### src/rtl/seri_div_pkg.sv
`timescale 1ns/1ps
`default_nettype none
// ============================================================================
// Module   : seri_div_pkg
// Purpose  : Shared definitions for the sequential restoring divider:
//            default widths, FSM state encoding and counter-width helper.
// Ports    : none (package)
// Revision : 1.0 - initial release
// ============================================================================
package seri_div_pkg;

    // Default dividend/quotient and divisor/remainder widths
    localparam int DW_DEF = 16;
    localparam int VW_DEF = 8;

    // FSM state encoding
    typedef logic [1:0] state_t;
    localparam state_t S_IDLE = 2'd0;
    localparam state_t S_CALC = 2'd1;
    localparam state_t S_ZERO = 2'd2;

    // The iteration counter must be able to hold the value DW itself
    function automatic int cnt_width(input int dw);
        return $clog2(dw + 1);
    endfunction

endpackage : seri_div_pkg
`default_nettype wire

### src/rtl/seri_div_step.sv
`timescale 1ns/1ps
`default_nettype none
// ============================================================================
// Module   : seri_div_step
// Purpose  : One combinational iteration of restoring division:
//            shift {R,Q} left by one, trial-subtract the divisor from R and
//            keep the difference (setting Q[0]) when it does not go negative.
// Ports    : r_i  [VW:0]   partial remainder in
//            q_i  [DW-1:0] partial quotient / remaining dividend bits in
//            d_i  [VW-1:0] divisor
//            r_o  [VW:0]   partial remainder out
//            q_o  [DW-1:0] partial quotient out
// Revision : 1.0 - initial release
// ============================================================================
module seri_div_step #(
    parameter int DW = 16,
    parameter int VW = 8
) (
    input  logic [VW:0]   r_i,
    input  logic [DW-1:0] q_i,
    input  logic [VW-1:0] d_i,
    output logic [VW:0]   r_o,
    output logic [DW-1:0] q_o
);

    logic [VW+1:0] shift_r;
    logic [VW:0]   diff;
    logic          ge;

    always_comb begin
        // Keep the full shifted value so the compare sees every bit of R
        shift_r = {r_i, q_i[DW-1]};
        ge      = (shift_r >= {2'b00, d_i});
        // When ge holds the difference is below d_i, so VW+1 bits suffice
        diff    = shift_r[VW:0] - {1'b0, d_i};
        if (ge) begin
            r_o = diff;
            q_o = {q_i[DW-2:0], 1'b1};
        end else begin
            r_o = shift_r[VW:0];
            q_o = {q_i[DW-2:0], 1'b0};
        end
    end

endmodule : seri_div_step
`default_nettype wire

### src/rtl/seri_div.sv
`timescale 1ns/1ps
`default_nettype none
// ============================================================================
// Module   : seri_div
// Purpose  : Sequential restoring divider, one quotient bit per clock.
//            Start-pulse / op_done handshake; divide-by-zero flagged after a
//            single cycle with an all-ones quotient.
// Ports    : clk        system clock, rising edge
//            rstn       asynchronous active-low reset
//            div_a      [DW-1:0] dividend, sampled on the start edge
//            div_b      [VW-1:0] divisor, sampled on the start edge
//            en_div     start pulse, acted on only while idle
//            quotient   [DW-1:0] result, held until the next op_done
//            remainder  [VW-1:0] result, held until the next op_done
//            div_zero   divisor was zero on the last completed op
//            busy       operation in progress
//            op_done    one-cycle pulse when results update
// Revision : 1.0 - initial release
// ============================================================================
module seri_div
    import seri_div_pkg::*;
#(
    parameter int DW = DW_DEF,
    parameter int VW = VW_DEF
) (
    input  logic          clk,
    input  logic          rstn,
    input  logic [DW-1:0] div_a,
    input  logic [VW-1:0] div_b,
    input  logic          en_div,
    output logic [DW-1:0] quotient,
    output logic [VW-1:0] remainder,
    output logic          div_zero,
    output logic          busy,
    output logic          op_done
);

    localparam int CNT_W = cnt_width(DW);

    state_t        state_q, state_d;
    logic [DW-1:0] q_q, q_d;
    logic [VW:0]   r_q, r_d;
    logic [VW-1:0] d_q, d_d;
    logic [CNT_W-1:0] cnt_q, cnt_d;
    logic [DW-1:0] quotient_q, quotient_d;
    logic [VW-1:0] remainder_q, remainder_d;
    logic          div_zero_q, div_zero_d;
    logic          op_done_q, op_done_d;

    logic [VW:0]   step_r;
    logic [DW-1:0] step_q;

    seri_div_step #(
        .DW (DW),
        .VW (VW)
    ) u_step (
        .r_i (r_q),
        .q_i (q_q),
        .d_i (d_q),
        .r_o (step_r),
        .q_o (step_q)
    );

    always_comb begin
        state_d     = state_q;
        q_d         = q_q;
        r_d         = r_q;
        d_d         = d_q;
        cnt_d       = cnt_q;
        quotient_d  = quotient_q;
        remainder_d = remainder_q;
        div_zero_d  = div_zero_q;
        op_done_d   = 1'b0;

        case (state_q)
            S_IDLE: begin
                if (en_div) begin
                    if (div_b != '0) begin
                        state_d = S_CALC;
                        q_d     = div_a;
                        d_d     = div_b;
                        r_d     = '0;
                        cnt_d   = '0;
                    end else begin
                        state_d = S_ZERO;
                    end
                end
            end
            S_CALC: begin
                // DW iterations, then one more edge to publish the results
                if (cnt_q == CNT_W'(DW)) begin
                    state_d     = S_IDLE;
                    quotient_d  = q_q;
                    remainder_d = r_q[VW-1:0];
                    div_zero_d  = 1'b0;
                    op_done_d   = 1'b1;
                end else begin
                    q_d   = step_q;
                    r_d   = step_r;
                    cnt_d = cnt_q + CNT_W'(1);
                end
            end
            S_ZERO: begin
                state_d     = S_IDLE;
                quotient_d  = '1;
                remainder_d = '0;
                div_zero_d  = 1'b1;
                op_done_d   = 1'b1;
            end
            default: begin
                state_d = S_IDLE;
            end
        endcase
    end

    always_ff @(posedge clk or negedge rstn) begin
        if (!rstn) begin
            state_q     <= S_IDLE;
            q_q         <= '0;
            r_q         <= '0;
            d_q         <= '0;
            cnt_q       <= '0;
            quotient_q  <= '0;
            remainder_q <= '0;
            div_zero_q  <= 1'b0;
            op_done_q   <= 1'b0;
        end else begin
            state_q     <= state_d;
            q_q         <= q_d;
            r_q         <= r_d;
            d_q         <= d_d;
            cnt_q       <= cnt_d;
            quotient_q  <= quotient_d;
            remainder_q <= remainder_d;
            div_zero_q  <= div_zero_d;
            op_done_q   <= op_done_d;
        end
    end

    assign quotient  = quotient_q;
    assign remainder = remainder_q;
    assign div_zero  = div_zero_q;
    assign busy      = (state_q != S_IDLE);
    assign op_done   = op_done_q;

endmodule : seri_div
`default_nettype wire

### config.mk
export PLATFORM = sky130hd
export DESIGN_NAME = seri_div
export DESIGN_NICKNAME = d
export VERILOG_FILES = /design/src/rtl/seri_div_pkg.sv /design/src/rtl/seri_div_step.sv /design/src/rtl/seri_div.sv
export SDC_FILE = /design/constraint.sdc
export NUM_CORES = 1
export LEC_CHECK = 0
export CORE_MARGIN = 2
export CORE_UTILIZATION = 45
export DETAILED_ROUTE_END_ITERATION = 16
export PLACE_DENSITY = 0.71
export SLEW_MARGIN = 20
export SYNTH_ARGS = -nofsm -noshare
export SYNTH_HDL_FRONTEND = slang
export SYNTH_SLANG_ARGS = --single-unit
### constraint.sdc
create_clock -name clk -period 2.8 [get_ports clk]
set_clock_uncertainty 0.15 [all_clocks]
set_input_delay 0.42 -clock clk [delete_from_list [all_inputs] [get_ports clk]]
set_output_delay 0.42 -clock clk [all_outputs]
set_load 0.01 [all_outputs]
* Word level (Yosys, flattened, before mapping)
Cells that the tools add are included.
** Storage, ports and cells
- Output and inout bits :: 27
- Register bits after elaboration :: 66
** Operators by class
- Eq/ne operators :: 7
- Add/sub/neg operators :: 2
- Multiplexer cells :: 26
- Reductions and logical operators :: 9
- $lt $le $gt $ge :: 1
** Operators by type and width (count)
- $mux W16 :: 4
- $pmux W16 S2 :: 2
- $mux W9 :: 4
- $pmux W9 S2 :: 1
- $pmux W8 S2 :: 1
- $mux W5 :: 3
- $ge A10 B8 Y1 :: 1
- $pmux W5 S2 :: 1
- $sub A9 B8 Y9 :: 1
- $mux W8 :: 1
- $ne A2 B2 Y1 const B :: 4
- $reduce_bool A8 Y1 :: 1
- $mux W2 :: 3
- $reduce_bool A2 Y1 :: 3
- $add A5 B1 Y5 const B :: 1
- $eq A5 B5 Y1 const B :: 1
- $pmux W1 S2 :: 2
- $pmux W2 S2 :: 1
- $reduce_and A2 Y1 :: 2
- $reduce_and A4 Y1 :: 1
- $mux W1 :: 3
- $reduce_and A3 Y1 :: 1
- $eq A2 B1 Y1 const B :: 1
- $eq A2 B2 Y1 const B :: 1
- $logic_not A2 Y1 :: 1

* Longest topological paths before layout
Gate-level depths: netlist of run 1.
- Depth after elaboration :: 4
- Mapped depth :: 10
- Mapped depth without buffers :: 9

* By module
Synthesis of run 1 repeated with hierarchy kept, for this count alone.
** Unflattened totals
- Cells, all modules :: 341
- Area, all modules :: 3578.4 µm²
** By module, submodules not included
- seri_div :: area an instance 2935.3 µm², cells each 250, sequential area each 1651.6 µm², times used 1
- seri_div_step :: area an instance 643.1 µm², cells each 91, sequential area each 0.0 µm², times used 1

* Worst setup path before layout of run 1
Ideal clock, no wire load.
- Path type :: flip-flop to flip-flop
- Start :: register q_q[15]
- End :: register r_q[7]
- Clock period less this slack :: 2.339 ns
- Arrival :: 2.056 ns
- Data required time :: 2.517 ns
- Buffers on the path :: 1
- Library setup time :: 0.133 ns
- Setup slack :: 0.461 ns
- Stages on the path, launching flop included :: 11
- Cells stage by stage :: dfrtp_1 inv_1 ha_1 fa_1 nor2b_1 o21a_1 nor2_1 o211a_1 clkbuf_1 a32oi_1 o31ai_1
** Between the ends
- Cells in the longest elaborated chain, start to end :: 4
** RTL lines
- start, declared :: RTL line seri_div.sv:41 : logic [DW-1:0] q_q, q_d;
- start signal, assigned :: RTL line seri_div.sv:129 : q_q <= q_d;
- $sub A9 B8 Y9 or $ge A10 B8 Y1 (tied branches) :: RTL line seri_div_step.sv:35, seri_div_step.sv:33
- $mux W9 * :: RTL line seri_div_step.sv:36 : if (ge) begin
- $mux W9 * :: RTL line seri_div.sv:91 : if (cnt_q == CNT_W'(DW)) begin
- $pmux W9 S2 * :: RTL line seri_div.sv:75 : case (state_q)
- end signal, assigned :: RTL line seri_div.sv:130 : r_q <= r_d;
- end, declared :: RTL line seri_div.sv:42 : logic [VW:0] r_q, r_d;
Mark *: on every way between the ends. The rest lies on a longest branch, timed or not. The select of a mux whose other input is x is not followed.
A chain may end at the register's enable or synchronous reset.

* Worst setup path in the final report of run 1
- Start :: register q_q[15]
- End :: register r_q[6]
Same word-level chain as after synthesis.

==> impl_metrics.csv, run 1 <==
group,metric,value,unit
sta,hold_viol,22,
power,leakage,1.80,nW
layout,layout.cells.non_filler,496,
cts,cts_hold_buf,0,
placement,place_inst,480,
setup_path,cp_num_cells,8,
floorplanning,core,7250,sq um
floorplanning,fp-row-count,31,
yosys,synth_seq_cells,66,
setup_path,worstPathCellList,"inv_1 -> ha_1 -> fa_1 -> nor2b_1 -> o21a_1 -> nor2_1 -> o211a_1 -> o311ai_0",
sta,max_slew_margin,30.2,%
setup_path,arrival,2.60,ns
placement,gp_congestion,0.820,
sta,worst_slew_pin_slew,1.05,ns
yosys,synth_area_per_cell,9.88,sq um
placement,portBuffers,53,
layout,area_delta_synth_final,25.5,%
layout,layout-drive-gt1-share,8.06,%
floorplanning,die_w,90.5,microns
setup_path,max_stage_delay,0.41,ns
global_routing,grt_max_degree,44,
setup_path,required,2.87,ns
job,drv_cap,0,
sta,hold_slack,-0.0173,ns
yosys,ys_warn_count,0,
yosys,synthesis.area,3370,sq um
drt,via_count,2830,
layout,nNetsFinal,433,
floorplanning,die_area,8200,sq um
setup_path,r2r_start,"q_q[15]",
cts,clk_pin_slew,0.07,ns
global_routing,antenna_found_initial,0,
cts,clock_path_buffers,2,
setup_path,end_kind,"flop",
setup_path,regToRegSetupSlack,0.28,ns
setup_path,worstSetupStartpointType,"flop",
global_routing,grt_pass1_vias,2668,
setup_path,crit_path_max_fanout,17,
layout,diodes,0,
cts,worstSkewPairLatency,0.34,ns
yosys,yosysSeqAreaShare,49.0,%
setup_path,worstSetupPathType,"reg2reg",
drt,routedWlPerCell,15.9,microns
drt,ant_nets,0,
worst_hold_path,hold_path_class,"in2async",
setup_path,critical_path_buf_inv_count,1,
drt,drc,0,
drt,via_per_inst,5.71,
floorplanning,start_util,46.5,%
sta,drv_slew,0,
setup_path,r2r_cells,8,
yosys,ys_types,43,
floorplanning,pin_count,54,
drt,drt_iter0_drc,135,
placement,hpwl,5360,microns
cts,cts_tree,"yes",
drt,wirelength,7860,microns
setup_path,rr_endpoint,"r_q[6]",
sta,rsz0062_at_grt,"no",
global_routing,overflow,0,
cts,h-tree-depth,3,
run_status,failed_checks,"negative hold slack",
power,ir_drop,722,uV
cts,cts_buffers,9,
sta,tns,0,ns
cts,root_buffer,"clkbuf_8",
cts,clock-sinks,66,
global_routing,grt_pass1_wl,13300,microns
drt,first_pass_iters,4,
yosys,synth_ff_type,"dfrtp_1",
floorplanning,die_y,90.5,microns
yosys,synth_fp_nets,382,
yosys,synthArstFlopShare,100,%
yosys,synthCells,341,
setup_path,cp_top_family,"compound AO/OA/AOI/OAI gates",
power,powerDensity,1060,nW/um^2
global_routing,grt.total_usage,20.2,%
sta,min_period,2.52,ns
yosys,synth_edf_count,0,
sta,setup-violations-final,0,
sta,fmaxAchievable,396,MHz
sta,finalCritPeriodShare,90.2,%
run_status,status,"complete, but fails checks",
setup_path,crit_slowest_cell,"fa_1",
## power by group
part           internal (mW)  total [mW]  switching, mW
clock                  0.595       0.974          0.379
sequential              1.27        1.52          0.248
combinational          0.852        1.97           1.12
total                   2.72        4.47           1.75
## sequential cells by signal (all words and copies together) (netlist names)
| register | flops |
|---|---|
| q_q | 16 |
| quotient | 16 |
| r_q | 9 |
| d_q | 8 |
| remainder | 8 |
| cnt_q | 5 |
| state_q | 2 |
| div_zero | 1 |
| op_done | 1 |
## layout by cell type, fill, tap and decap left out, types with 2 or more instances in the layout
cell type / Yosys / layout
dfrtp_1: 66 / 66
clkdlybuf4s50_1: 0 / 52
nor2_1: 38 / 38
a21oi_1: 34 / 34
nand2_1: 23 / 23
inv_1: 19 / 19
a22o_1: 17 / 17
o22ai_1: 16 / 16
o21ai_0: 14 / 14
mux2i_1: 13 / 13
ha_1: 13 / 12
clkbuf_8: 0 / 9
xor2_1: 8 / 8
nand3_1: 7 / 7
buf_4: 0 / 7
o311ai_0: 6 / 5
nor2b_1: 4 / 4
nor3_1: 4 / 4
o31ai_1: 4 / 4
o21ai_1: 3 / 3
a222oi_1: 3 / 3
nand4_1: 3 / 3
bufinv_16: 0 / 3
and3_1: 2 / 2
or4_4: 2 / 2
a21o_1: 2 / 2
nand2b_1: 2 / 2
a32oi_1: 2 / 2
clkinv_4: 0 / 2
## cell usage after synthesis, types with 2 or more instances
| cell | n | area share, % |
|---|---|---|
| a21o_1 | 2 | 0.45 |
| a21oi_1 | 34 | 5.1 |
| a222oi_1 | 3 | 0.89 |
| a22o_1 | 17 | 4.4 |
| a32oi_1 | 2 | 0.52 |
| and3_1 | 2 | 0.37 |
| buf_2 | 4 | 0.59 |
| buf_6 | 4 | 1.3 |
| clkbuf_1 | 12 | 1.3 |
| dfrtp_1 | 66 | 49 |
| ha_1 | 13 | 4.8 |
| inv_1 | 19 | 2.1 |
| mux2i_1 | 13 | 3.9 |
| nand2_1 | 23 | 2.6 |
| nand2b_1 | 2 | 0.37 |
| nand3_1 | 7 | 1.0 |
| nand4_1 | 3 | 0.56 |
| nor2_1 | 38 | 4.2 |
| nor2b_1 | 4 | 0.74 |
| nor3_1 | 4 | 0.59 |
| o21ai_0 | 14 | 2.1 |
| o21ai_1 | 3 | 0.45 |
| o22ai_1 | 16 | 3.0 |
| o311ai_0 | 6 | 1.6 |
| o31ai_1 | 4 | 0.89 |
| or4_4 | 2 | 0.67 |
| xor2_1 | 8 | 2.1 |
## worst register-to-register path, stage by stage, from the launching register on
cell,delay [ns]
dfrtp_1,0.38
inv_1,0.07
ha_1,0.22
fa_1,0.41
nor2b_1,0.19
o21a_1,0.13
nor2_1,0.06
o211a_1,0.40
o311ai_0,0.39
## logic make-up (layout without fill, tap and decap cells)
| kind of cell | Yosys count | in the layout | share of synthesized area (%) |
|---|---|---|---|
| DFF | 66 | 66 | 49.0 |
| xor gates and xnor gates | 9 | 9 | 2.34 |
| adders and majority gates | 14 | 14 | 5.42 |
| AOI/OAI and AO/OA | 111 | 111 | 21.8 |
| buffers and inverters | 40 | 96 | 5.50 |
| and+or+nand+nor | 87 | 87 | 11.7 |
| muxes | 14 | 14 | 4.20 |
## per-stage QoR
stage | power, mW | utilization [%] | instance area (sq um) | setup slack [ns] | hold slack (ns)
2_1_floorplan | 2.94 | - | 3370 | 0.461 | -0.0256
4_1_cts | 4.48 | 58.3 | 4230 | 0.216 | 0.00441
3_5_place_dp | 3.50 | 55.0 | 3990 | 0.144 | 0.331
5_1_grt | 4.81 | 58.3 | 4230 | 0.0615 | 0.0283
3_3_place_gp | 3.43 | 55.0 | 3990 | 0.217 | 0.332
6_report | 4.47 | 58.3 | 4230 | 0.275 | -0.0173
## timing repair
action	in CTS	in global routing
gates resized for setup	0	1
endpoints found under the setup margin	0	1
buffers inserted	0	0
## metal layers
metal | routed length, microns | GRT usage (%) | vias to the layer above
met5 | 0 | 0 | -
met4 | 89 | 5.38 | 0
met3 | 466 | 5.09 | 13
met2 | 3760 | 31.7 | 90
met1 | 3550 | 27.9 | 1391
li1 | - | - | 1336
## final cells by class
type / instances / area, sq um
inverters: 19 / 71.3
repair buffers: 61 / 598
multi-input cells: 235 / 1540
clock buffers: 10 / 128
clock inverters: 6 / 115
well taps: 99 / 124
fillers: 653 / 3020
flip-flops and latches: 66 / 1650
## worst max path at each step
stage,slack [ns],start,to
after floorplan,0.46,q_q[15],r_q[7]
after global placement,0.22,div_b[5],q_q[2]
after detailed placement,0.14,div_b[5],q_q[14]
after CTS,0.22,q_q[15],r_q[4]
after global routing,0.06,q_q[15],r_q[6]
final,0.28,q_q[15],r_q[6]
Power figures use the tool's default switching activity.
==> inputs of run 2 (changes only) <==
--- a/config.mk
+++ b/config.mk
@@ -9,6 +9,7 @@
 export CORE_UTILIZATION = 45
 export DETAILED_ROUTE_END_ITERATION = 16
 export PLACE_DENSITY = 0.71
+export RECOVER_POWER = 100
 export SLEW_MARGIN = 20
 export SYNTH_ARGS = -nofsm -noshare
 export SYNTH_HDL_FRONTEND = slang
==> run 2 against run 1 <==
The flow finishes with violations (max-capacitance violations, max-slew violations); count of clock-buffer cells in the layout unchanged; critical path depth down 2; sequential share of layout area up 0.15 points; sequential power about the same; combinational power decreased by 2%; wire length shrank 0.27%; via count fell by 1.3%; fmax decreased by 1.5%; largest cell class unchanged.
==> impl_metrics.csv, run 2 (synthesized netlist as in run 1, its figures left out) <==
group,metric,value,unit
run_status,status,"complete, but fails checks",
run_status,failed_checks,"max-capacitance violations, max-slew violations",
layout,fin_util,58.1,%
setup_path,max_stage_delay,0.78,ns
setup_path,cp_top_family,"buffers and inverters",
setup_path,critical_path_buf_inv_count,2,
cts,clock-sinks,66,
cts,ctsResizeCount,0,
layout,layout.cells.non_filler,496,
floorplanning,core,7250,sq um
placement,place_inst,480,
global_routing,grt_pass1_wl,13300,microns
drt,via_per_inst,5.63,
placement,portBuffers,53,
placement,hpwl,5360,microns
cts,clock_path_buffers,2,
setup_path,worstSetupPathType,"reg2reg",
drt,routedWlPerCell,15.8,microns
sta,max_slew_margin,-18.1,%
global_routing,grt_max_degree,44,
sta,finalCritPeriodShare,91.6,%
layout,nNetsFinal,433,
sta,fmaxAchievable,390,MHz
sta,drv_slew,31,
floorplanning,die_w,90.5,microns
global_routing,overflow,0,
cts,root_buffer,"clkbuf_8",
setup_path,crit_path_max_fanout,43,
power,ir_drop,720,uV
power,powerDensity,1050,nW/um^2
sta,setup-violations-final,0,
drt,first_pass_iters,4,
sta,timing.final.ws_setup,0.236,ns
cts,worstSkewPairLatency,0.34,ns
cts,cts_hold_buf,0,
floorplanning,pin_count,54,
cts,cts_tree,"yes",
setup_path,arrival,2.66,ns
sta,min_period,2.56,ns
drt,via_count,2793,
worst_hold_path,hold_path_class,"reg2reg",
layout,final_cell_mix,"dfrtp_1, nor2_1, a21oi_1",
setup_path,required,2.90,ns
floorplanning,die_y,90.5,microns
drt,wirelength,7840,microns
cts,post_cts_buffers,0,
layout,final-seq-area,1650,sq um
floorplanning,start_util,46.5,%
sta,worst_slew_pin_slew,1.77,ns
layout,layout-drive-gt1-share,6.80,%
setup_path,crit_slowest_cell,"clkbuf_2",
layout,final_common_cell,"dfrtp_1",
cts,h-tree-depth,3,
layout,fill_cells,659,
global_routing,grt.total_usage,20.2,%
global_routing,antenna_found_initial,0,
drt,ant_nets,0,
placement,gp_congestion,0.820,
layout,diodes,0,
setup_path,worstPathCellList,"inv_1 -> ha_1 -> clkbuf_2 -> or2_1 -> nor2_1 -> a21oi_1",
layout,multi_input_area,1540,sq um
floorplanning,fp-row-count,31,
sta,rsz0062_at_grt,"no",
placement,dpl_worst_slack,0.144,ns
global_routing,grt_pass1_vias,2668,
cts,cts_buffers,9,
cts,clk_pin_slew,0.07,ns
drt,drt_iter0_drc,147,
job,drv_cap,1,
sta,hold_viol,0,
floorplanning,die_area,8200,sq um
setup_path,end_kind,"flop",
setup_path,worstSetupStartpointType,"flop",
power,leakage,1.79,nW
sta,tns,0,ns
drt,drc,0,
layout,area_delta_synth_final,25.0,%
## run 2: cell count changes in the layout (fill, tap and decap cells not counted), sizes merged
cell           previous run  this run
buf                       9         5
clkbuf                   10        14
clkdlybuf4s50            52        25
dlygate4sd3               0        27
## run 2: where the power goes
group          switching, mW  internal, mW  total, mW
combinational           1.12         0.810       1.93
sequential             0.245          1.27       1.51
clock                  0.379         0.595      0.974
## run 2: layout make-up
| cell class | instances | share of cell area, % |
|---|---|---|
| Clock buffer | 10 | 3.03 |
| Clock inverter | 6 | 2.73 |
| Inverter | 19 | 1.69 |
| Multi-Input combinational cell | 235 | 36.4 |
| Sequential cell | 66 | 39.2 |
| Tap cell | 99 | 2.94 |
| Timing Repair Buffer | 61 | 14.0 |
## run 2: per-layer routing
metal	track usage, %	vias to the layer above	share of wire, %
met5	0	-	0
met1	27.9	1360	45
met3	5.09	6	6.1
met2	31.7	90	48
li1	-	1337	-
met4	5.38	0	0.79
## run 2: per-stage QoR
stage,hold WS [ns],total power [mW],area (sq um)
3_3_place_gp,0.332,3.43,3990
2_1_floorplan,-0.0256,2.94,3370
3_5_place_dp,0.331,3.50,3990
6_report,0.354,4.42,4210
4_1_cts,0.00441,4.48,4230
5_1_grt,0.380,4.76,4210
## run 2: worst register-to-register path, delay by kind of cell (launching register included)
family,cells,cell delay [ns]
AOI/OAI and AO/OA,1,0.15
buffers and inverters,2,0.87
adders and majority gates,1,0.18
and+or+nand+nor,2,0.72
DFF,1,0.40
## run 2: final timing paths
path	endpoint	slack, ns	depth (start not counted)	start
max	quotient[6]	0.24	6	state_q[1]
min	r_q[8]	0.35	1	r_q[8]
max reg2reg	quotient[6]	0.24	6	state_q[1]
min reg2reg	r_q[8]	0.35	1	r_q[8]
max in group asynchronous	op_done	1.08	1	rstn
min in group asynchronous	q_q[4]	0.39	1	rstn
